[src/rtl/instr_fetch_sequencer.sv]
// instr_fetch_sequencer
// Program counter and fetch controller in front of the 256x32 instruction memory.
// Drives imem_addr (= pc) and captures the returned word into a registered output stage.
// Hands instructions to decode over valid/ready and stalls the PC under backpressure.
// Applies execute redirects and halts after capturing a word whose bit 0 (Stop) is set.
//
// Ports:
//   clock, reset           rising-edge clock, async active-low reset
//   start                  pulse: IDLE/HALT -> RUN
//   redirect_valid/_target load pc with target (bits [1:0] forced to 0), flush output
//   imem_addr, imem_data   byte fetch address (combinational from pc) and returned word
//   out_valid/_ready       decode handshake for out_instr/out_pc
//   halted, busy           state == HALT, state == RUN
//   fetch_count            saturating count of captured instructions
module instr_fetch_sequencer #(
    parameter logic [31:0] RESET_PC = 32'h0000_0004,
    parameter int unsigned CNT_W    = 16
) (
    input  logic             clock,
    input  logic             reset,
    input  logic             start,
    input  logic             redirect_valid,
    input  logic [31:0]      redirect_target,
    output logic [31:0]      imem_addr,
    input  logic [31:0]      imem_data,
    output logic             out_valid,
    input  logic             out_ready,
    output logic [31:0]      out_instr,
    output logic [31:0]      out_pc,
    output logic             halted,
    output logic             busy,
    output logic [CNT_W-1:0] fetch_count
);

    localparam int unsigned XLEN = 32;

    typedef enum logic [1:0] {
        S_IDLE = 2'd0,
        S_RUN  = 2'd1,
        S_HALT = 2'd2
    } state_t;

    state_t            r_state;
    logic [XLEN-1:0]   r_pc;
    logic              r_out_valid;
    logic [XLEN-1:0]   r_out_instr;
    logic [XLEN-1:0]   r_out_pc;
    logic              r_halted;
    logic              r_busy;
    logic [CNT_W-1:0]  r_fetch_count;

    logic              w_cap;
    logic              w_cnt_max;
    logic [XLEN-1:0]   w_redirect_pc;

    // Capture when running, not redirected, and the output slot is free or being drained
    assign w_cap         = (r_state == S_RUN) && !redirect_valid && (!r_out_valid || out_ready);
    assign w_cnt_max     = &r_fetch_count;
    // Word-align the redirect target
    assign w_redirect_pc = redirect_target & ~XLEN'(3);

    // Fetch address comes straight from the pc register
    assign imem_addr   = r_pc;
    assign out_valid   = r_out_valid;
    assign out_instr   = r_out_instr;
    assign out_pc      = r_out_pc;
    assign halted      = r_halted;
    assign busy        = r_busy;
    assign fetch_count = r_fetch_count;

    // Datapath, output stage and state machine
    always_ff @(posedge clock or negedge reset) begin
        if (!reset) begin
            r_state       <= S_IDLE;
            r_pc          <= RESET_PC;
            r_out_valid   <= 1'b0;
            r_out_instr   <= '0;
            r_out_pc      <= '0;
            r_halted      <= 1'b0;
            r_busy        <= 1'b0;
            r_fetch_count <= '0;
        end else begin
            // Redirect wins over capture in every state and flushes the output stage
            if (redirect_valid) begin
                r_pc        <= w_redirect_pc;
                r_out_valid <= 1'b0;
            end else if (w_cap) begin
                r_pc        <= r_pc + XLEN'(4);
                r_out_instr <= imem_data;
                r_out_pc    <= r_pc;
                r_out_valid <= 1'b1;
                if (!w_cnt_max) begin
                    r_fetch_count <= r_fetch_count + CNT_W'(1);
                end
            end else if (r_out_valid && out_ready) begin
                r_out_valid <= 1'b0;
            end

            case (r_state)
                S_IDLE, S_HALT: begin
                    if (start) begin
                        r_state  <= S_RUN;
                        r_busy   <= 1'b1;
                        r_halted <= 1'b0;
                    end
                end
                S_RUN: begin
                    // Stop word is still captured and presented; fetching ends after it
                    if (w_cap && imem_data[0]) begin
                        r_state  <= S_HALT;
                        r_busy   <= 1'b0;
                        r_halted <= 1'b1;
                    end
                end
                default: begin
                    r_state  <= S_IDLE;
                    r_busy   <= 1'b0;
                    r_halted <= 1'b0;
                end
            endcase
        end
    end

endmodule
[config.mk]
export PLATFORM = sky130hd
export DESIGN_NAME = instr_fetch_sequencer
export DESIGN_NICKNAME = d
export VERILOG_FILES = /design/src/rtl/instr_fetch_sequencer.sv
export SDC_FILE = /design/constraint.sdc
export NUM_CORES = 1
export LEC_CHECK = 0
export BUFFER_PORTS_ARGS = -buffer_cell sky130_fd_sc_hd__buf_2
export CAP_MARGIN = 30
export CORE_UTILIZATION = 49
export CTS_CLUSTER_SIZE = 28
export DETAILED_ROUTE_END_ITERATION = 8
export PLACE_DENSITY = 0.87
export SKIP_LAST_GASP = 1
export SLEW_MARGIN = 20
export SYNTH_ARGS = -nofsm -noshare
export SYNTH_HDL_FRONTEND = slang
export SYNTH_SLANG_ARGS = --single-unit
[constraint.sdc]
create_clock -name clock -period 2.31 [get_ports clock]
set_clock_uncertainty 0.1 [all_clocks]
set_input_delay 0.462 -clock clock [delete_from_list [all_inputs] [get_ports clock]]
set_output_delay 0.462 -clock clock [all_outputs]
set_load 0.02 [all_outputs]
==> results.md <==
* Hold Path Depth at 3
* GRT Util Overall at 0.2318
* Hold Path Class: input port to register
* Most frequent cells in the layout: 223 x nand2_1, 176 x buf_2, 111 x dfrtp_1, 28 x xor2_1, 25 x o21ai_0
* Setup TNS at 0 ns
* Max clock buf depth at 2
* Worst Hold Slack at roughly 0.18 ns
* Final non-filler cell total at 857
* Highest Clock Rate at 0.4625 GHz
* Placed cell count at 841
* Worst R2R Path Depth at 5
* Post-DP Area at 6077 sq um
* Slew HR at 0.5572
* Clock latency on the worst-skew pair at 0.36 ns
* Pre-CTS WS at ~0.19 ns
* Routability cong. at 0.8182
* Via count at 4,396
* Max VDD drop at 0.5824 mV
* Syn avg cell area at 9.205 sq um
* Final WL at 12,190 microns
* Initial Util at 0.5090
* Mapped cell area at around 5000 sq um
* RSZ-0062 raised after global routing: false
* Pwr/cell area at 1168 nW/um^2
* Final setup margin at between 0.1 and 0.15 ns
* Critical Path AT at 2.36 ns
* Endpoints failing setup at 0
* Distinct cells, synth at 43
* Worst Min Path Start: imem_data[26]
* Status: finished clean
* Cell chain of the critical path: nand2b_1 -> nor4_4 -> nand4_1 -> or4_1 -> nand3_1
* Die Span Y at 103 microns
* GRT overflow at 0
* Reg2reg start: r_state[1]
* Pre-Repair DR Iteration Count at 4
* Pleak at 0.003305 uW
* Hpwl dp at just under 9000 microns
* Port bufs at 177
* Yosys reg bits at 112
* Met1 Track Usage GR at 0.2970
* Root buffer cell: clkbuf_8
* # clock sinks at 112
* Post-Syn Instances at 543
* Share of layout cells above drive strength 1 at 0.3025
* CP max FO at 8
* CTS clock-pin slew for the worst setup and hold paths at ~0.1 ns
* Crit path kind: register to register
* Met3 Use GR at 0.03322
* Num CTS Buffers at 9
* CTS tree: done
* Num rows at 36
* DR WL/cell at around 14 microns
* DRT antenna net count at 0
* Critical Path RT at approximately 2.5 ns
* Most common cell after layout, fill and taps aside: nand2_1
* Hold EP: out_instr[26]
* Max-Cap Viols at 0
* Most Crowded Layer GR: met2
* Placeable core region at 9819 sq um
* Post-route cell area at 6275 sq um
* H-tree levels at 3
* Vias in the first global route at between 4k and 5k
* First-pass GRT wire length at 19,060 microns
* Die area at around 11,000 sq um
* Final Hold Violating Endpoints at 0
* Yosys warnings at 0
* Worst setup EP type: register
* Slowest-stage cell, CP: nor4_4
* Seq/Total Area, Yosys at 0.5610
* Startpoint Class: register
* Diode count at 0
* M2 GR Usage at 0.3938
* Min Clock Period, post-route at 2.162 ns
* Initial antenna violation count at 0
* Register-to-register setup slack at 0.15 ns
* I/O pin cnt at around 180
* Max Slew Vio Count at 0
* Area grow syn2layout at 25.53%
* Largest net degree at the start of global routing at 65
* Initial DRC Count at 180
* Max stage delay on crit path at 0.50 ns
* R2r endpoint: imem_addr[29]
* Crit share post-route at 0.9359
* Layout Nets at a little under 800
* DR vias/cell at 5.130
* # DRC at 0
* Worst slew pin tran at ~0.66 ns
* Die X at 103 microns
## registers in the layout, indices dropped and copies added (netlist names)
signal	count
fetch_count	16
halted	1
imem_addr	30
out_instr	32
out_pc	30
out_valid	1
r_state	2
## report_power, final
group          switching (uW)  internal (uW)  total (uW)
clock                     621            526        1150
sequential                500           2660        3160
combinational            1990           1030        3020
total                    3120           4210        7330
## critical path, delay by kind of cell (launching register included)
| kind | cells | cell delay, ns |
|---|---|---|
| AND/OR/NAND/NOR | 5 | 1.60 |
| flip-flops | 1 | 0.40 |
## cell type report
| type | instances | area [sq um] |
|---|---|---|
| Timing Repair Buffer | 192 | 1041 |
| Sequential cell | 112 | 2804 |
| Tap cell | 133 | 166.4 |
| Multi-Input combinational cell | 399 | 2053 |
| Inverter | 6 | 22.52 |
| Fill cell | 842 | 3545 |
| Clock buffer | 12 | 145.1 |
| Clock inverter | 3 | 42.54 |
## how the worst max path moves through the flow
stage | start | endpoint | slack (ns) | cells after the start
finish | r_state[1] | imem_addr[29] | 0.15 | 5
global route | r_state[1] | imem_addr[29] | 0.02 | 5
CTS | r_state[1] | imem_addr[29] | 0.16 | 5
detailed placement | out_ready | imem_addr[26] | 0.19 | 6
global placement | out_ready | fetch_count[1] | 0.23 | 6
floorplan | out_valid | fetch_count[5] | 0.19 | 7
## layer usage
metal | share of wire | vias to the layer above
met5 | 0 | -
met4 | 0.019 | 0
met3 | 0.055 | 20
met2 | 0.49 | 158
met1 | 0.43 | 2107
li1 | - | 2111
## cells in the mapped netlist, drive strengths merged
library cell | count | area [sq um]
nand4b | 1 | 8.760
a22oi | 2 | 15.01
mux2 | 4 | 45.04
ha | 2 | 25.02
nand2b | 2 | 12.51
xnor2 | 12 | 112.6
clkbuf | 21 | 78.83
conb | 1 | 3.750
nand3b | 1 | 7.510
mux2i | 2 | 20.02
dfrtp | 111 | 2778
nand3 | 14 | 75.07
inv | 6 | 22.52
buf | 8 | 56.30
a311oi | 1 | 8.760
or3 | 3 | 28.78
o311ai | 1 | 8.760
a21o | 2 | 15.01
or4 | 1 | 7.510
o21ai | 25 | 125.1
dfstp | 1 | 26.28
and4 | 3 | 26.28
and3 | 4 | 25.02
nand4 | 22 | 137.6
nand2 | 223 | 837.1
nor4 | 2 | 33.78
and2 | 5 | 31.28
a2111oi | 1 | 15.01
nor3 | 8 | 45.04
a31o | 2 | 17.52
a221oi | 1 | 8.760
a21oi | 1 | 5.000
xor2 | 28 | 245.2
nor2 | 19 | 71.32
nor2b | 3 | 18.77
## cell families (layout without fill, tap and decap cells)
| family | count (synthesis) | count (layout) | synth area share |
|---|---|---|---|
| AO/OA/AOI/OAI | 36 | 36 | 0.04380 |
| XOR/XNOR | 40 | 40 | 0.07159 |
| adder cells (fa/ha/maj) | 2 | 2 | 0.005005 |
| buffers and inverters | 35 | 213 | 0.03154 |
| flip-flops | 112 | 112 | 0.5610 |
| multiplexers | 6 | 6 | 0.01302 |
| other | 1 | 4 | 0.0007502 |
| AND/OR/NAND/NOR | 311 | 311 | 0.2733 |
## metrics by stage
stage               total power [uW]    util
floorplan                       5059       -
global placement                6103  0.6189
detailed placement              6237  0.6189
CTS                             7385  0.6390
global route                    7829  0.6390
finish                          7327  0.6390
## timing repair
action	in CTS	in global routing
setup buffers	0	0
resized for setup	0	0
hold buffers	1	0
hold endpoints to repair	21	0
(Power assumes the default switching activity.)
